$ cat src/rtl/rf_access_ctrl_pkg.sv
// Shared CPU register-file constants and the access controller state type.
package cpu_pkg;

  localparam int RF_DEPTH  = 8;
  localparam int RF_ADDR_W = 3;
  localparam int RF_DATA_W = 4;

  typedef enum logic [2:0] {
    ST_IDLE    = 3'd0,
    ST_WR      = 3'd1,
    ST_RD_ADDR = 3'd2,
    ST_RD_DATA = 3'd3,
    ST_RSP     = 3'd4,
    ST_CLEAR   = 3'd5
  } rf_ctrl_state_t;

endpackage

$ cat src/rtl/rf_access_ctrl_if.sv
// Command/response channel between the control unit (master) and rf_access_ctrl (slave).
interface rf_access_ctrl_if #(
  parameter int ADDR_W = cpu_pkg::RF_ADDR_W,
  parameter int DATA_W = cpu_pkg::RF_DATA_W
);

  logic              req_valid;
  logic              req_ready;
  logic              req_write;
  logic [ADDR_W-1:0] req_addr;
  logic [DATA_W-1:0] req_wdata;
  logic              rsp_valid;
  logic              rsp_ready;
  logic [DATA_W-1:0] rsp_data;

  modport master (
    output req_valid, req_write, req_addr, req_wdata, rsp_ready,
    input  req_ready, rsp_valid, rsp_data
  );

  modport slave (
    input  req_valid, req_write, req_addr, req_wdata, rsp_ready,
    output req_ready, rsp_valid, rsp_data
  );

endinterface

$ cat src/rtl/rf_access_ctrl.sv
// Owns the register-file port: serialises read/write commands and runs a clear-all sweep.
// Write 2 cycles, read response after 2 cycles held until rsp_ready; req_ready only in IDLE.
module rf_access_ctrl
  import cpu_pkg::*;
#(
  parameter int DEPTH  = RF_DEPTH,
  parameter int ADDR_W = $clog2(DEPTH),
  parameter int DATA_W = RF_DATA_W
) (
  input  logic              clk,
  input  logic              rst,
  rf_access_ctrl_if.slave   bus,
  input  logic              clr_start,
  output logic              clr_busy,
  output logic              rf_wr_en,
  output logic [ADDR_W-1:0] rf_addr,
  output logic [DATA_W-1:0] rf_wdata,
  input  logic [DATA_W-1:0] rf_rdata
);

  localparam logic [2:0] S_IDLE    = 3'(ST_IDLE);
  localparam logic [2:0] S_WR      = 3'(ST_WR);
  localparam logic [2:0] S_RD_ADDR = 3'(ST_RD_ADDR);
  localparam logic [2:0] S_RD_DATA = 3'(ST_RD_DATA);
  localparam logic [2:0] S_RSP     = 3'(ST_RSP);
  localparam logic [2:0] S_CLEAR   = 3'(ST_CLEAR);

  logic [2:0]        r_state;
  logic              r_wr_en;
  logic [ADDR_W-1:0] r_addr;
  logic [DATA_W-1:0] r_wdata;
  logic              r_rsp_valid;
  logic [DATA_W-1:0] r_rsp_data;
  logic              r_clr_busy;
  logic              w_clr_last;

  assign w_clr_last = (r_addr == ADDR_W'(DEPTH - 1));

  always_ff @(posedge clk or posedge rst) begin
    if (rst) begin
      r_state     <= S_IDLE;
      r_wr_en     <= 1'b0;
      r_addr      <= '0;
      r_wdata     <= '0;
      r_rsp_valid <= 1'b0;
      r_rsp_data  <= '0;
      r_clr_busy  <= 1'b0;
    end else begin
      case (r_state)
        S_IDLE: begin
          if (clr_start) begin
            r_addr     <= '0;
            r_wdata    <= '0;
            r_wr_en    <= 1'b1;
            r_clr_busy <= 1'b1;
            r_state    <= S_CLEAR;
          end else if (bus.req_valid) begin
            r_addr <= bus.req_addr;
            if (bus.req_write) begin
              r_wdata <= bus.req_wdata;
              r_wr_en <= 1'b1;
              r_state <= S_WR;
            end else begin
              r_wr_en <= 1'b0;
              r_state <= S_RD_ADDR;
            end
          end
        end
        S_WR: begin
          r_wr_en <= 1'b0;
          r_state <= S_IDLE;
        end
        S_RD_ADDR: begin
          r_state <= S_RD_DATA;
        end
        // File output now reflects the address presented in RD_ADDR.
        S_RD_DATA: begin
          r_rsp_data  <= rf_rdata;
          r_rsp_valid <= 1'b1;
          r_state     <= S_RSP;
        end
        S_RSP: begin
          if (bus.rsp_ready) begin
            r_rsp_valid <= 1'b0;
            r_state     <= S_IDLE;
          end
        end
        S_CLEAR: begin
          if (w_clr_last) begin
            r_wr_en    <= 1'b0;
            r_addr     <= '0;
            r_clr_busy <= 1'b0;
            r_state    <= S_IDLE;
          end else begin
            r_addr <= r_addr + ADDR_W'(1);
          end
        end
        default: begin
          r_wr_en     <= 1'b0;
          r_rsp_valid <= 1'b0;
          r_clr_busy  <= 1'b0;
          r_state     <= S_IDLE;
        end
      endcase
    end
  end

  assign bus.req_ready = (r_state == S_IDLE);
  assign bus.rsp_valid = r_rsp_valid;
  assign bus.rsp_data  = r_rsp_data;
  assign clr_busy      = r_clr_busy;
  assign rf_wr_en      = r_wr_en;
  assign rf_addr       = r_addr;
  assign rf_wdata      = r_wdata;

endmodule

$ cat src/flat_wrapper.sv
// flat-port wrapper written by rule: the top's interface ports become plain ports
module rf_access_ctrl_flat import cpu_pkg::*;
#(
  parameter int DEPTH  = RF_DEPTH,
  parameter int ADDR_W = $clog2(DEPTH),
  parameter int DATA_W = RF_DATA_W
)
  (clk, rst, clr_start, clr_busy, rf_wr_en, rf_addr, rf_wdata, rf_rdata, bus_req_valid, bus_req_write, bus_req_addr, bus_req_wdata, bus_rsp_ready, bus_req_ready, bus_rsp_valid, bus_rsp_data);
  rf_access_ctrl_if #(.ADDR_W(ADDR_W), .DATA_W(DATA_W)) bus_i ();
  input  logic clk;
  input  logic rst;
  input  logic clr_start;
  output logic clr_busy;
  output logic rf_wr_en;
  output logic [ADDR_W-1:0] rf_addr;
  output logic [DATA_W-1:0] rf_wdata;
  input  logic [DATA_W-1:0] rf_rdata;
  input wire logic [$bits(bus_i.req_valid)-1:0] bus_req_valid;
  input wire logic [$bits(bus_i.req_write)-1:0] bus_req_write;
  input wire logic [$bits(bus_i.req_addr)-1:0] bus_req_addr;
  input wire logic [$bits(bus_i.req_wdata)-1:0] bus_req_wdata;
  input wire logic [$bits(bus_i.rsp_ready)-1:0] bus_rsp_ready;
  output wire logic [$bits(bus_i.req_ready)-1:0] bus_req_ready;
  output wire logic [$bits(bus_i.rsp_valid)-1:0] bus_rsp_valid;
  output wire logic [$bits(bus_i.rsp_data)-1:0] bus_rsp_data;
  assign bus_i.req_valid = bus_req_valid;
  assign bus_i.req_write = bus_req_write;
  assign bus_i.req_addr = bus_req_addr;
  assign bus_i.req_wdata = bus_req_wdata;
  assign bus_i.rsp_ready = bus_rsp_ready;
  assign bus_req_ready = bus_i.req_ready;
  assign bus_rsp_valid = bus_i.rsp_valid;
  assign bus_rsp_data = bus_i.rsp_data;
  rf_access_ctrl #(.DEPTH(DEPTH), .ADDR_W(ADDR_W), .DATA_W(DATA_W)) u_core (.clk(clk), .rst(rst), .bus(bus_i), .clr_start(clr_start), .clr_busy(clr_busy), .rf_wr_en(rf_wr_en), .rf_addr(rf_addr), .rf_wdata(rf_wdata), .rf_rdata(rf_rdata));
endmodule
$ cat config.mk
export PLATFORM = sky130hd
export DESIGN_NAME = rf_access_ctrl_flat
export DESIGN_NICKNAME = d
export VERILOG_FILES = /design/src/rtl/rf_access_ctrl_pkg.sv /design/src/rtl/rf_access_ctrl_if.sv /design/src/rtl/rf_access_ctrl.sv /design/src/flat_wrapper.sv
export SDC_FILE = /design/constraint.sdc
export NUM_CORES = 1
export LEC_CHECK = 0
export ABC_CLOCK_PERIOD_IN_PS = 1470
export BUFFER_PORTS_ARGS = -buffer_cell sky130_fd_sc_hd__buf_2
export CORE_ASPECT_RATIO = 0.6
export CORE_MARGIN = 5
export CORE_UTILIZATION = 36
export DETAILED_ROUTE_END_ITERATION = 10
export HOLD_SLACK_MARGIN = 0.15
export SLEW_MARGIN = 40
export SYNTH_ARGS = -nofsm -noshare
export SYNTH_HDL_FRONTEND = slang
export SYNTH_SLANG_ARGS = --single-unit
$ cat constraint.sdc
create_clock -name clk -period 1.47 [get_ports clk]
set_clock_uncertainty 0.05 [all_clocks]
set_input_delay 0.2205 -clock clk [delete_from_list [all_inputs] [get_ports clk]]
set_output_delay 0.2205 -clock clk [all_outputs]
set_load 0.05 [all_outputs]
==> key figures <==
Logic synthesis
  – EDFF count, synth: 0
  – Synth Area in Adders: under 10%
  – Mux cell area share after synthesis: between 10 and 15%
  – Cell area after synthesis: just over 900 µm²
  – Yosys warnings: 0
  – Post-synthesis compound-gate area fraction: a little over an eighth
  – Register area share after synthesis: between 40% and 50%
  – Distinct cell type count after synthesis: 26
  – Flip-flop and latch count after synthesis: 17
  – Mapped Nets: slightly above 100
  – Avg Inst Size Synth: 10.95 µm²
  – Largest family of logic cells by synthesized area: simple AND/OR/NAND/NOR gates
  – Post-synthesis simple-gate area fraction: 18.78%
  – Synth Area in XOR/XNOR: 0%
  – Post-Synthesis Cells: between 80 and 90
  – Post-synth ARST share: 100.0%
  – Synth Flop Type: dfrtp_1

Die
  – DIE AREA: about 0.0037 mm²
  – Top Ports: 32
  – Die Y: a little under 50 µm
  – Die Span X: approximately 75 µm
  – Site Rows: 14
  – Core Area: between 0.002 and 0.0025 mm²
  – Initial Utilization: a little under two fifths

Placement
  – Post-DP HPWL: ~1500 µm
  – Port buffer count: 31
  – Dpl cells: between 100 and 150
  – Routability congestion estimate: 0.7281

CTS
  – Clock Latency Late Sink: ~0.25 ns
  – TritonCTS clock tree: built
  – CTS root buffer: clkbuf_8
  – # H-tree levels: 1
  – Sink Count: 17
  – Clock buffer depth: 2
  – Cts bufs inserted: 3
  – CTS clock-pin slew for the worst setup and hold paths: about 0.070 ns

STA
  – Setup TNS: 0 ns
  – Final min period: around 1.4 ns
  – Max Freq: 0.6953 GHz
  – Fin crit share: just under 100%
  – Hold Slack: about 0.16 ns
  – Relative slew margins: between 80% and 90%
  – Endpoints failing setup: 0
  – RSZ-0062 raised after global routing: true
  – Slew @ Worst Pin: 0.2628 ns
  – Slew Viols, Final: 0
  – Final hold vios: 0

Global route
  – First-pass GRT wire length: 3456 µm
  – Vias in the first global route: 721
  – Largest net degree at the start of global routing: 18
  – Initial antenna violation count: 0
  – Grt ovf: 0
  – Total track usage: 12.29%

Final layout
  – Non-Filler Instances: ~160
  – Final Net Count: 150
  – Antenna Cells: 0
  – Area Growth Syn to Fin: 40.41%
  – Most frequent cells in the layout: buf_2, dfrtp_1, inv_1, buf_4
  – Share of cells above drive strength 1: about half
  – FILL cells: 220
  – Commonest non-fill, non-tap cell in the layout: buf_2

Route
  – Pre-Repair DR Iteration Count: 4
  – Vias per Instance: between 4 and 5
  – Antenna Nets Post-Route: 0
  – DRC: 0
  – Via count: between 700 and 800
  – Routed wire per std cell: around 13 µm
  – Post-Route WL: between 2000 and 2500 µm
  – DRT iter0 DRCs: 29

Setup path
  – Reg2reg start: u_core.r_state[2]$_DFFE_PP0P_
  – Crit path DAT: roughly 1.2 ns
  – CP Class: register to primary output
  – R2r worst-path depth: 4
  – R2r setup slk: around 0.032 ns
  – Worst Setup Start Kind: register
  – Worst-path fanout max: 4
  – R2r endpoint: u_core.rf_addr[1]$_DFFE_PP0P_
  – WP data required: 1.20 ns
  – Setup crit end: bus_req_ready
  – Crit path launch: u_core.r_state[2]$_DFFE_PP0P_
  – Crit. End Element: primary output

Power and ir drop
  – Pwr Density: approximately 2300 mW/mm²
  – Total power: roughly 3 mW
  – Leak: roughly 0.66 nW
  – Maximum vdd ir drop: approximately 1.1 mV

Job
  – Max-Cap Viols: 0

Outcome
  – Status: finished, final reports clean

Hold path
  – Hold Path Class: input pin to register
metal layers:
| layer | vias up | routed length (µm) | track usage, % |
|---|---|---|---|
| met5 | - | 0 | 0 |
| met4 | 0 | 16 | 2.616 |
| met3 | 4 | 118 | 5.967 |
| met2 | 15 | 898 | 17.20 |
| met1 | 358 | 1033 | 17.07 |
| li1 | 387 | - | - |
timing repair:
item,CTS,global route
resized for setup,4,2
hold buffers,7,0
endpoints found under the hold margin,23,0
setup endpoints to repair,1,4
pin swaps,1,0
buffers inserted,3,0
synth_stat cells (all sizes together) (2+ instances only):
library cell | instances | area (µm²)
nor2 | 5 | 18.77
nor3 | 3 | 15.01
inv | 8 | 30.03
nand3b | 9 | 92.59
nor2b | 2 | 12.51
mux2 | 7 | 82.57
ha | 2 | 25.02
nand2 | 2 | 10.01
a21o | 2 | 15.01
buf | 4 | 45.04
a21oi | 6 | 41.29
dfrtp | 17 | 425.4
o21ai | 9 | 45.04
metrics by stage:
| step | utilization [%] | setup slack (ns) | instance area (µm²) |
|---|---|---|---|
| after floorplan | - | -0.01539 | 948.4 |
| after global placement | 46.15 | 0.002975 | 1140 |
| after detailed placement | 46.15 | 0.03202 | 1140 |
| after CTS | 52.18 | 0.02175 | 1289 |
| after global routing | 52.28 | -0.02352 | 1291 |
| final | 52.28 | 0.03171 | 1291 |
power by group:
| part | switching [mW] | internal [mW] | total [mW] |
|---|---|---|---|
| clock network | 0.163 | 0.188 | 0.352 |
| logic | 1.19 | 0.659 | 1.85 |
| registers | 0.139 | 0.679 | 0.818 |
state kept, by name (all words and copies together), names as in the netlist:
| register | cells |
|---|---|
| u_core.rf_wdata | 4 |
| u_core.clr_busy | 1 |
| u_core.rf_wr_en | 1 |
| u_core.r_state | 3 |
| u_core.bus.rsp_data | 4 |
| u_core.rf_addr | 3 |
| u_core.bus.rsp_valid | 1 |
final cells by class:
class	instances	area [µm²]	share of cell area [%]
multi-input cells	54	442.9	34.30
flip-flops and latches	17	429.2	33.24
repair buffers	47	302.8	23.45
clock buffers	3	41.29	3.198
well taps	32	40.04	3.101
inverters	8	30.03	2.326
clock inverters	1	5.005	0.3876
worst min path at each step:
| stage | startpoint | end | slack (ns) | depth (start not counted) |
|---|---|---|---|---|
| floorplan | rst | u_core.bus.rsp_data[0]$_DFFE_PP0P_ | 0.1 | 1 |
| CTS | bus_req_wdata[3] | u_core.rf_wdata[3]$_DFFE_PP0P_ | 0.16 | 3 |
| detailed placement | rst | u_core.rf_wdata[3]$_DFFE_PP0P_ | 0.20 | 3 |
| global route | bus_req_wdata[2] | u_core.rf_wdata[2]$_DFFE_PP0P_ | 0.16 | 3 |
| finish | bus_req_wdata[3] | u_core.rf_wdata[3]$_DFFE_PP0P_ | 0.16 | 3 |
| global placement | rst | u_core.rf_wdata[3]$_DFFE_PP0P_ | 0.20 | 3 |
cells by family after synthesis:
family,after synthesis
buffers and inverters,13
multiplexers,8
AO/OA/AOI/OAI,20
AND/OR/NAND/NOR,24
adder cells (fa/ha/maj),2
flip-flops,17
critical path, cell delays in order (launching register included):
cell and delay (ns):
dfrtp_1 0.39, buf_6 0.13, nor3_4 0.20, buf_6 0.19
Power figures use the tool's default switching activity.
